--- src/rtl/seq_pattern_tx.sv ---
// rtl/seq_pattern_tx.sv - serial pattern transmitter, MSB-first with repeat count
// Optional even-parity bit per pass: define SEQ_TX_PARITY_EN.
module seq_pattern_tx #(
    parameter int PAT_W = 4,
    parameter int CNT_W = 4
) (
    input  logic             clk,
    input  logic             rst,
    input  logic             start,
    input  logic             abort,
    input  logic [PAT_W-1:0] pattern,
    input  logic [CNT_W-1:0] repeat_cnt,
    input  logic             bit_en,
    output logic             seq_bit,
    output logic             seq_valid,
    output logic             frame_start,
    output logic             busy,
    output logic             done
);

`ifdef SEQ_TX_PARITY_EN
    localparam int FRAME_LEN = PAT_W + 1;
`else
    localparam int FRAME_LEN = PAT_W;
`endif
    localparam int POS_W = $clog2(FRAME_LEN);
    localparam logic [POS_W-1:0] LAST_POS = POS_W'(FRAME_LEN - 1);

    typedef enum logic [1:0] {IDLE, SHIFT, DONE} state_t;

    state_t           state, state_nxt;
    logic [PAT_W-1:0] pat_q, pat_nxt;
    logic [PAT_W-1:0] shreg, shreg_nxt;
    logic [CNT_W-1:0] pass_q, pass_nxt;
    logic [POS_W-1:0] pos, pos_nxt;
    logic             seq_bit_nxt, seq_valid_nxt, frame_start_nxt, busy_nxt, done_nxt;

    always_ff @(posedge clk or posedge rst) begin
        if (rst) begin
            state       <= IDLE;
            pat_q       <= '0;
            shreg       <= '0;
            pass_q      <= '0;
            pos         <= '0;
            seq_bit     <= 1'b0;
            seq_valid   <= 1'b0;
            frame_start <= 1'b0;
            busy        <= 1'b0;
            done        <= 1'b0;
        end else begin
            state       <= state_nxt;
            pat_q       <= pat_nxt;
            shreg       <= shreg_nxt;
            pass_q      <= pass_nxt;
            pos         <= pos_nxt;
            seq_bit     <= seq_bit_nxt;
            seq_valid   <= seq_valid_nxt;
            frame_start <= frame_start_nxt;
            busy        <= busy_nxt;
            done        <= done_nxt;
        end
    end

    always_comb begin
        state_nxt       = state;
        pat_nxt         = pat_q;
        shreg_nxt       = shreg;
        pass_nxt        = pass_q;
        pos_nxt         = pos;
        seq_bit_nxt     = seq_bit;
        seq_valid_nxt   = 1'b0;
        frame_start_nxt = 1'b0;
        busy_nxt        = busy;
        done_nxt        = 1'b0;

        case (state)
            IDLE: begin
                seq_bit_nxt = 1'b0;
                if (start) begin
                    pat_nxt   = pattern;
                    shreg_nxt = pattern;
                    pass_nxt  = repeat_cnt;
                    pos_nxt   = '0;
                    busy_nxt  = 1'b1;
                    state_nxt = (repeat_cnt != '0) ? SHIFT : DONE;
                end
            end
            SHIFT: begin
                if (abort) begin
                    state_nxt   = IDLE;
                    busy_nxt    = 1'b0;
                    seq_bit_nxt = 1'b0;
                end else if (bit_en) begin
                    seq_valid_nxt   = 1'b1;
                    frame_start_nxt = (pos == '0);
`ifdef SEQ_TX_PARITY_EN
                    if (pos == LAST_POS) begin
                        seq_bit_nxt = ^pat_q;
                    end else begin
                        seq_bit_nxt = shreg[PAT_W-1];
                        shreg_nxt   = {shreg[PAT_W-2:0], 1'b0};
                    end
`else
                    seq_bit_nxt = shreg[PAT_W-1];
                    shreg_nxt   = {shreg[PAT_W-2:0], 1'b0};
`endif
                    if (pos == LAST_POS) begin
                        // End of pass: reload the shifter so the next MSB follows with no gap.
                        pos_nxt   = '0;
                        shreg_nxt = pat_q;
                        if (pass_q != '0)
                            pass_nxt = pass_q - CNT_W'(1);
                        if (pass_q <= CNT_W'(1))
                            state_nxt = DONE;
                    end else begin
                        pos_nxt = pos + POS_W'(1);
                    end
                end
            end
            DONE: begin
                done_nxt    = 1'b1;
                busy_nxt    = 1'b0;
                seq_bit_nxt = 1'b0;
                state_nxt   = IDLE;
            end
            default: begin
                state_nxt = IDLE;
                busy_nxt  = 1'b0;
            end
        endcase
    end

endmodule
--- config.mk ---
export PLATFORM = sky130hd
export DESIGN_NAME = seq_pattern_tx
export DESIGN_NICKNAME = d
export VERILOG_FILES = /design/src/rtl/seq_pattern_tx.sv
export SDC_FILE = /design/constraint.sdc
export NUM_CORES = 1
export LEC_CHECK = 0
export ABC_CLOCK_PERIOD_IN_PS = 1500
export CORE_ASPECT_RATIO = 1.2
export CORE_MARGIN = 1.5
export CORE_UTILIZATION = 55
export CTS_CLUSTER_SIZE = 40
export DETAILED_ROUTE_END_ITERATION = 6
export DONT_BUFFER_PORTS = 1
export GPL_TIMING_DRIVEN = 0
export PLACE_DENSITY_LB_ADDON = 0.08
export SETUP_SLACK_MARGIN = 0.3
export SYNTH_ARGS = -nofsm -noshare
export SYNTH_HDL_FRONTEND = slang
export SYNTH_SLANG_ARGS = --single-unit
--- constraint.sdc ---
create_clock -name clk -period 1.5 [get_ports clk]
set_input_delay 0.3 -clock clk [delete_from_list [all_inputs] [get_ports clk]]
set_output_delay 0.3 -clock clk [all_outputs]
set_load 0.02 [all_outputs]
---- Word-level counts from Yosys, hierarchy flattened ----
Cells that the tools add are included.
word-level totals
  flip-flop bits (word level) ............. 21
  input port bits ......................... 13
  output and inout port bits .............. 5
  logic and storage cells ................. 74
operators by class
  add/subtract/negate cells ............... 2
  magnitude comparators ................... 1
  equal/unequal tests ..................... 12
  multiplexer cells ....................... 36
  reductions and logical operators ........ 13
operator list
  kind                   count
  $mux W4                9
  $mux W2                10
  $pmux W4 S2            2
  $ne A2 B2 Y1 const B   6
  $mux W1                11
  $ne A3 B3 Y1 const B   3
  $pmux W2 S2            2
  $reduce_and A4 Y1      2
  $reduce_bool A4 Y1     2
  $reduce_and A2 Y1      3
  $reduce_and A6 Y1      1
  $eq A2 B2 Y1 const B   2
  $le A4 B1 Y1 const B   1
  $logic_not A2 Y1       2
  $pmux W1 S2            2
  $reduce_bool A2 Y1     2
  $sub A4 B1 Y4 const B  1
  $add A2 B1 Y2 const B  1
  $eq A2 B1 Y1 const B   1
  $reduce_or A2 Y1       1

---- Depth between registers and ports, before layout ----
Gate-level depths: netlist of run 1.
  depth after elaboration ................. 6
  depth in mapped cells ................... 5
  mapped depth without buffers ............ 5

---- Least setup slack after synthesis of run 1 ----
Ideal clock, no wire load.
  path kind ............................... register to register
  start ................................... reg pass_q[0]
  end ..................................... reg pass_q[1]
  setup time .............................. 0.087 ns
  arrival time ............................ 1.528 ns
  data required time ...................... 1.413 ns
  path slack .............................. -0.115 ns
  cell stages (with the launch flop) ...... 6
  buffers on the path ..................... 0
  period minus slack after synthesis ...... 1.615 ns
  cell sequence ........................... dfrtp_1 > inv_1 > ha_1 > or3b_2 > a211o_1 > o211ai_1
on the way
  cells in the longest elaborated chain, start to end .. 6
  elaborated cells between the ends (all ways) .. 9
  those cells by class .................... add/sub (1); eq/ne (1); mux (5); reduce/logical (2)
RTL lines
  element                 line  RTL
  from (decl)             34    logic [CNT_W-1:0] pass_q, pass_nxt;
  from (signal assigned)  54    pass_q <= pass_nxt;
  $sub A4 B1 Y4           112   pass_nxt = pass_q - CNT_W'(1);
  $mux W4                 111   if (pass_q != '0)
  $mux W4                 107   if (pos == LAST_POS) begin
  $mux W4                 93    end else if (bit_en) begin
  $mux W4                 89    if (abort) begin
  $pmux W4 S2             76    case (state)
Parallel ways exist; a longest one is shown, timed or not. The select of a mux whose other input is x is not followed.
A chain may end at the register's enable or synchronous reset.

---- Worst setup path after layout of run 1 ----
  start ................................... reg state[1]
  end ..................................... reg pos[0]
on the way
  cells in the longest elaborated chain, start to end .. 3
  elaborated cells between the ends (all ways) .. 8
  those cells by class .................... eq/ne (4); mux (1); reduce/logical (3)
RTL lines
  element                                                              line  RTL
  from (decl)                                                          31    state_t state, state_nxt;
  from (signal assigned)                                               51    state <= state_nxt;
  $eq A2 B1 Y1 or $logic_not A2 Y1 (tied branches)                     76
  $ne A2 B2 Y1 (no source line) or $reduce_bool A2 Y1 (tied branches)  n/a
  $reduce_and A4 Y1 (no source line)                                   n/a
  to (signal assigned)                                                 55    pos <= pos_nxt;
  to (decl)                                                            35    logic [POS_W-1:0] pos, pos_nxt;
Parallel ways exist; a longest one is shown, timed or not.

==> flow_summary.ini, run 1 <==
[run_status]
status = finished with violations
violations = negative setup slack

[synthesis]
yosys.area.top_type = dfrtp_1
yosysSeqAreaShare_pct = 44.5
yosys.area_share.simple_pct = 24.1
synthXorXnorAreaFrac_pct = 0
synth_common_cells = 21 x dfrtp_1, 16 x nand2_1, 10 x inv_1, 6 x nand3_1, 5 x nor2b_1
synth_top_family_by_area = simple AND/OR/NAND/NOR gates
syn_nets = 140
synthMuxAreaShare_pct = 4.24
synth.top_cell.area_share_pct = 44.5
syn_inst = 123
synth_flop_cell = dfrtp_1
yosysMostFrequentCell = dfrtp_1
syn_area_sq_mm = 0.00118
ys_ff_latch = 21
async_flop_share_pct = 100
avgSynthCellArea_sq_um = 9.59
synth_cell_type_count = 42
synth_edf_count = 0
yosys-top-cells-area = dfrtp_1 45%, nand2_1 5.1%, ha_1 4.2%, inv_1 3.2%, nor2b_1 2.7%
synth_adder_area_share_pct = 4.24
synth_compound_area_share_pct = 15.8
yosysWarnings = 0

[clocking]
htree_num_levels = 1
clock-sinks = 21
clkTransAtPathRegs_ns = 0.12
cts_buffers = 3
cts_buffer_depth = 2
cts_tree = built
clock-root-buffer = clkbuf_4
clkLatencyLatePin_ns = 0.31

[pwr]
ir_drop_uv = 806
p_comb_share_pct = 44.3
pwr-share-seq_pct = 42.3
cellLeakagePower_nw = 0.672
power_switching_share_pct = 37.1
intPower_w = 0.00133
switchingPower_w = 0.000783
clkPwrFrac_pct = 13.4
powerDensity_mw_per_mm2 = 1430

[place]
io_buffers = 0
place_inst = 153
placed_cell_area_sq_mm = 0.00123
hpwl_mm = 1.77
gp_congestion = 0.948

[setup_path]
path_cells = or3b_4 -> buf_6 -> and2_4 -> buf_8 -> mux2_4
arrival_ns = 1.80
crit_start = state[1]
cp.required_ns = 1.71
regToRegEndpoint = pos[0]
crit_type = reg2reg
endpoint = pos[0]
worstPathMaxFanout = 7
crit_path_end_kind = flip-flop
reg2regPathDepth = 5
crit_cells = 5
worst-path-buf-inv = 2
slowest_delay_ns = 0.41
r2r_start = state[1]
critPathLaunchType = flip-flop
cp_slowest_cell = dfrtp_1
critPathTopFamily = simple AND/OR/NAND/NOR gates
r2r_setup_slack_ns = -0.09

[route]
drtAntennaViolNets = 0
drc = 0
wl_mm = 2.89
wl_per_cell_um = 17.2
vias = 1026
first_iter_violations = 24
first_pass_iters = 4
vias_per_cell = 6.11

[timing]
tns_ns = -0.358
slew_headroom_pct = 44.3
hold_viol = 0
period_share_pct = 106
max_freq_ghz = 0.629
period_needed_ns = 1.59
final-setup-viol-count = 10
hold_slack_ns = 0.0244
rsz0062_at_grt = yes
layout_setup_ws_ns = -0.0910
maxSlewViolCount = 0
skew_ns = 0.0107
worst_pin_slew_ns = 0.835

[floorplanning]
dieArea_sq_mm = 0.00243
ios = 18
rows = 18
die_y_um = 53.7
core-area_sq_mm = 0.00205
die_x_um = 45.3
initial_core_util_pct = 57.6

[cells_and_area]
multi_input_area_sq_um = 657
final-instance-count-excl-fill = 168
area_delta_synth_final_pct = 24.9
layout-drive-gt1-share_pct = 28.3
seq_area_sq_um = 526
num-fill-cells = 145
nets = 156
finalInstanceArea_sq_mm = 0.00147
num_antenna_cells = 0

[job]
maxCapViolCount = 0

[global_routing]
antenna_found_initial = 0
track_usage_pct = 26.4
grt_pass1_wl_mm = 4.59
overflow = 0
grt_max_degree = 22
grt_pass1_vias = 1034

[min_path]
min-delay-path-class = in2async
-- power groups by stage --
stage                     clock network (W)  logic [W]  registers [W]
after floorplan                           0   0.000520       0.000858
after global placement                    0   0.000610       0.000889
after detailed placement                  0   0.000627       0.000895
after CTS                          0.000292   0.000872       0.000881
after global routing               0.000306    0.00102       0.000910
final                              0.000282   0.000935       0.000891
-- through the flow --
step                power [W]  worst slack (ns)  utilization [%]
finish                0.00211           -0.0910             71.9
global route          0.00224            -0.142             71.9
CTS                   0.00204           -0.0840             70.3
detailed placement    0.00152            -0.137             60.0
global placement      0.00150            -0.114             60.0
floorplan             0.00138           -0.0332                -
-- metal layers --
| layer | GRT usage, % | part of all wire [%] | vias up |
|---|---|---|---|
| li1 | - | - | 465 |
| met1 | 32.8 | 42 | 520 |
| met2 | 45.2 | 52 | 34 |
| met3 | 3.02 | 3.9 | 7 |
| met4 | 12.3 | 1.8 | 0 |
| met5 | 0 | 0 | - |
-- cells by family (layout without fill, tap and decap cells) --
logic type	Yosys count	count (layout)
mux	4	4
flops	21	21
compound gates	26	26
buf+inv	19	34
fa+ha+maj	4	4
simple gates	49	49
-- what timing repair did --
item                                    CTS  global route
endpoints found under the setup margin   17            17
pin swaps                                 3             2
resized for setup                        22             7
gates cloned                              1             0
setup buffers                             8             2
hold buffers                              0             0
-- sequential cells by signal (all words and copies together) (netlist names) --
name and cells:
shreg 4, frame_start 1, done 1, pass_q 4, seq_bit 1, busy 1
seq_valid 1, pat_q 4, pos 2, state 2
-- layout by cell type, fill, tap and decap left out, drive strengths merged, types with 2 or more instances in the layout --
cell | synthesis | routed
a211oi | 3 | 3
a21oi | 2 | 2
a22oi | 4 | 4
and2 | 2 | 2
buf | 4 | 15
clkbuf | 5 | 9
dfrtp | 21 | 21
ha | 4 | 4
inv | 10 | 10
mux2 | 2 | 2
mux2i | 2 | 2
nand2 | 16 | 16
nand3 | 6 | 6
nor2 | 4 | 4
nor2b | 5 | 5
nor3 | 2 | 2
nor4b | 2 | 2
nor4bb | 3 | 3
o21ai | 3 | 3
o22ai | 2 | 2
o31ai | 3 | 3
or3b | 2 | 2
-- worst register-to-register path: cells and delay by family (launching register included) --
| kind | cells | cell delay (ns) |
|---|---|---|
| buffers and inverters | 2 | 0.26 |
| and+or+nand+nor | 2 | 0.53 |
| DFF | 1 | 0.41 |
| muxes | 1 | 0.29 |
-- worst min-delay path by stage --
| stage | slack [ns] | start | to |
|---|---|---|---|
| after floorplan | 0.28 | rst | busy |
| after global placement | 0.38 | rst | seq_valid |
| after detailed placement | 0.38 | abort | frame_start |
| after CTS | 0.03 | abort | frame_start |
| after global routing | 0.02 | abort | frame_start |
| final | 0.02 | rst | pos[1] |
-- area by class of cell --
type / instances / share of cell area, %
Inverter: 10 / 2.55
Timing Repair Buffer: 11 / 6.28
Tap cell: 30 / 2.55
Clock buffer: 4 / 1.78
Multi-Input combinational cell: 83 / 44.6
Sequential cell: 21 / 35.7
Buffer: 9 / 6.62
Power figures use the tool's default switching activity.
==> run 2, diff against run 1 <==
CORE_ASPECT_RATIO = 1.4   (was 1.2)
==> run 2 against run 1 <==
  * The flow finishes with violations (negative hold slack, negative setup slack)
  * Sequential share of layout area is 2.5 points lower
  * Critical path type unchanged
  * Final area is 7.6% higher
  * Critical path depth stayed put
  * Sequential power is 1% higher
  * Combinational power is 21% higher
  * Largest power group unchanged
==> flow_summary.ini, run 2 (synthesized netlist as in run 1, its figures left out) <==
[setup_path]
worst-path-buf-inv = 2
crit_path_end_kind = flip-flop
r2r_setup_slack_ns = -0.11
crit_type = reg2reg
cp_slowest_cell = dfrtp_1
cp.required_ns = 1.72
slowest_delay_ns = 0.41
arrival_ns = 1.83
path_cells = or3b_1 -> buf_6 -> and2_4 -> buf_8 -> mux2_4
worstPathMaxFanout = 5
critPathTopFamily = simple AND/OR/NAND/NOR gates
critPathLaunchType = flip-flop

[cells_and_area]
multi_input_area_sq_um = 707
seq_area_sq_um = 526
finalInstanceArea_sq_mm = 0.00159
num-fill-cells = 126
mostFrequentLayoutCells = 21 x dfrtp_1, 16 x nand2_1, 15 x buf_4, 8 x inv_1
layout-drive-gt1-share_pct = 37.1
fin_util_pct = 79.4
nets = 161
area_delta_synth_final_pct = 34.4
reg_top3 = pass_q: 4 flops, pat_q: 4 flops, shreg: 4 flops
num_antenna_cells = 0
final_common_cell = dfrtp_1

[clocking]
clock-root-buffer = clkbuf_4
clkTransAtPathRegs_ns = 0.13
cts_hold_buffers = 0
cts_tree = built
htree_num_levels = 1
cts_buffer_depth = 2
cts_buffers = 3
clock-sinks = 21
clkLatencyLatePin_ns = 0.33

[global_routing]
grt_pass1_vias = 1046
overflow = 0
antenna_found_initial = 0
track_usage_pct = 27.2
grt_pass1_wl_mm = 4.93
grt_max_degree = 22

[pwr]
finalPower_w = 0.00232
ir_drop_uv = 1250
pwr-share-seq_pct = 38.7
intPower_w = 0.00142
powerDensity_mw_per_mm2 = 1470
p_comb_share_pct = 48.6
clkPwrFrac_pct = 12.7
switchingPower_w = 0.000902
cellLeakagePower_nw = 0.716
power_switching_share_pct = 38.8

[run_status]
status = finished with violations
violations = negative hold slack, negative setup slack

[route]
wl_mm = 3.25
first_iter_violations = 51
first_pass_iters = 4
vias = 1077
vias_per_cell = 6.57
wl_per_cell_um = 19.8
drtAntennaViolNets = 0
drc = 0

[job]
maxCapViolCount = 0

[timing]
hold_slack_ns = -0.00960
period_needed_ns = 1.61
final-setup-viol-count = 6
worst_pin_slew_ns = 0.795
layout_setup_ws_ns = -0.109
slew_headroom_pct = 47.0
maxSlewViolCount = 0
period_share_pct = 107
skew_ns = 0.00809
max_freq_ghz = 0.622
hold_viol = 13
rsz0062_at_grt = yes

[floorplanning]
dieArea_sq_mm = 0.00244
rows = 19
ios = 18
die_x_um = 42.1
die_y_um = 57.8
initial_core_util_pct = 59.1
core-area_sq_mm = 0.00200

[place]
preCtsSetupSlack_ns = -0.123
hpwl_mm = 1.74
io_buffers = 0
gp_congestion = 0.859
placed_cell_area_sq_mm = 0.00122

[min_path]
min-delay-path-class = in2async
==> run 2: changes by cell type in the layout (fill, tap and decap cells not counted), sizes merged <==
cell | before | now
buf | 15 | 20
clkbuf | 9 | 8
clkinvlp | 0 | 1
==> run 2: worst paths after layout <==
path,from,endpoint,depth (start not counted)
min in group clk,abort,frame_start,1
worst min-delay path,rst,seq_valid,1
worst max register to register,state[1],pos[0],5
worst max-delay path,state[1],pos[0],5
worst min register to register,pat_q[0],pat_q[0],2
max in group asynchronous,rst,pass_q[1],1
==> run 2: power groups by stage <==
stage	clock network (W)	logic, W	registers, W
after floorplan	0	0.000520	0.000858
after global placement	0	0.000619	0.000888
after detailed placement	0	0.000642	0.000897
after CTS	0.000299	0.000937	0.000881
after global routing	0.000315	0.00120	0.000919
final	0.000296	0.00113	0.000900
==> run 2: through the flow <==
stage,TNS [ns],cells
2_1_floorplan,-0.0762,123
3_3_place_gp,-0.441,144
3_5_place_dp,-0.654,144
4_1_cts,-0.311,161
5_1_grt,-0.760,164
6_report,-0.401,164
==> run 2: repair_timing <==
action | in CTS | in global routing
pin swaps | 6 | 2
setup endpoints to repair | 17 | 17
cloned | 1 | 1
resized for setup | 27 | 15
setup buffers | 12 | 2
==> run 2: layer usage <==
| metal | routed length, um | part of all wire, % | track usage [%] | up-vias |
|---|---|---|---|---|
| met5 | 0 | 0 | 0 | - |
| met1 | 1190 | 37 | 30.9 | 537 |
| met2 | 1760 | 54 | 48.7 | 50 |
| li1 | - | - | - | 475 |
| met4 | 144 | 4.4 | 17.9 | 0 |
| met3 | 156 | 4.8 | 1.87 | 15 |
==> run 2: area by class of cell <==
cell class                      instances  share of cell area (%)
Multi-Input combinational cell         83                    44.6
Clock buffer                            3                    1.42
Clock inverter                          1                   0.474
Tap cell                               21                    1.66
Sequential cell                        21                    33.1
Buffer                                  9                    7.26
Inverter                               10                    2.37
Timing Repair Buffer                   16                    9.08
==> run 2: worst register-to-register path, stage by stage (launching register included) <==
cell and delay, ns:
dfrtp_1 0.41, or3b_1 0.40, buf_6 0.14, and2_4 0.14, buf_8 0.13, mux2_4 0.29
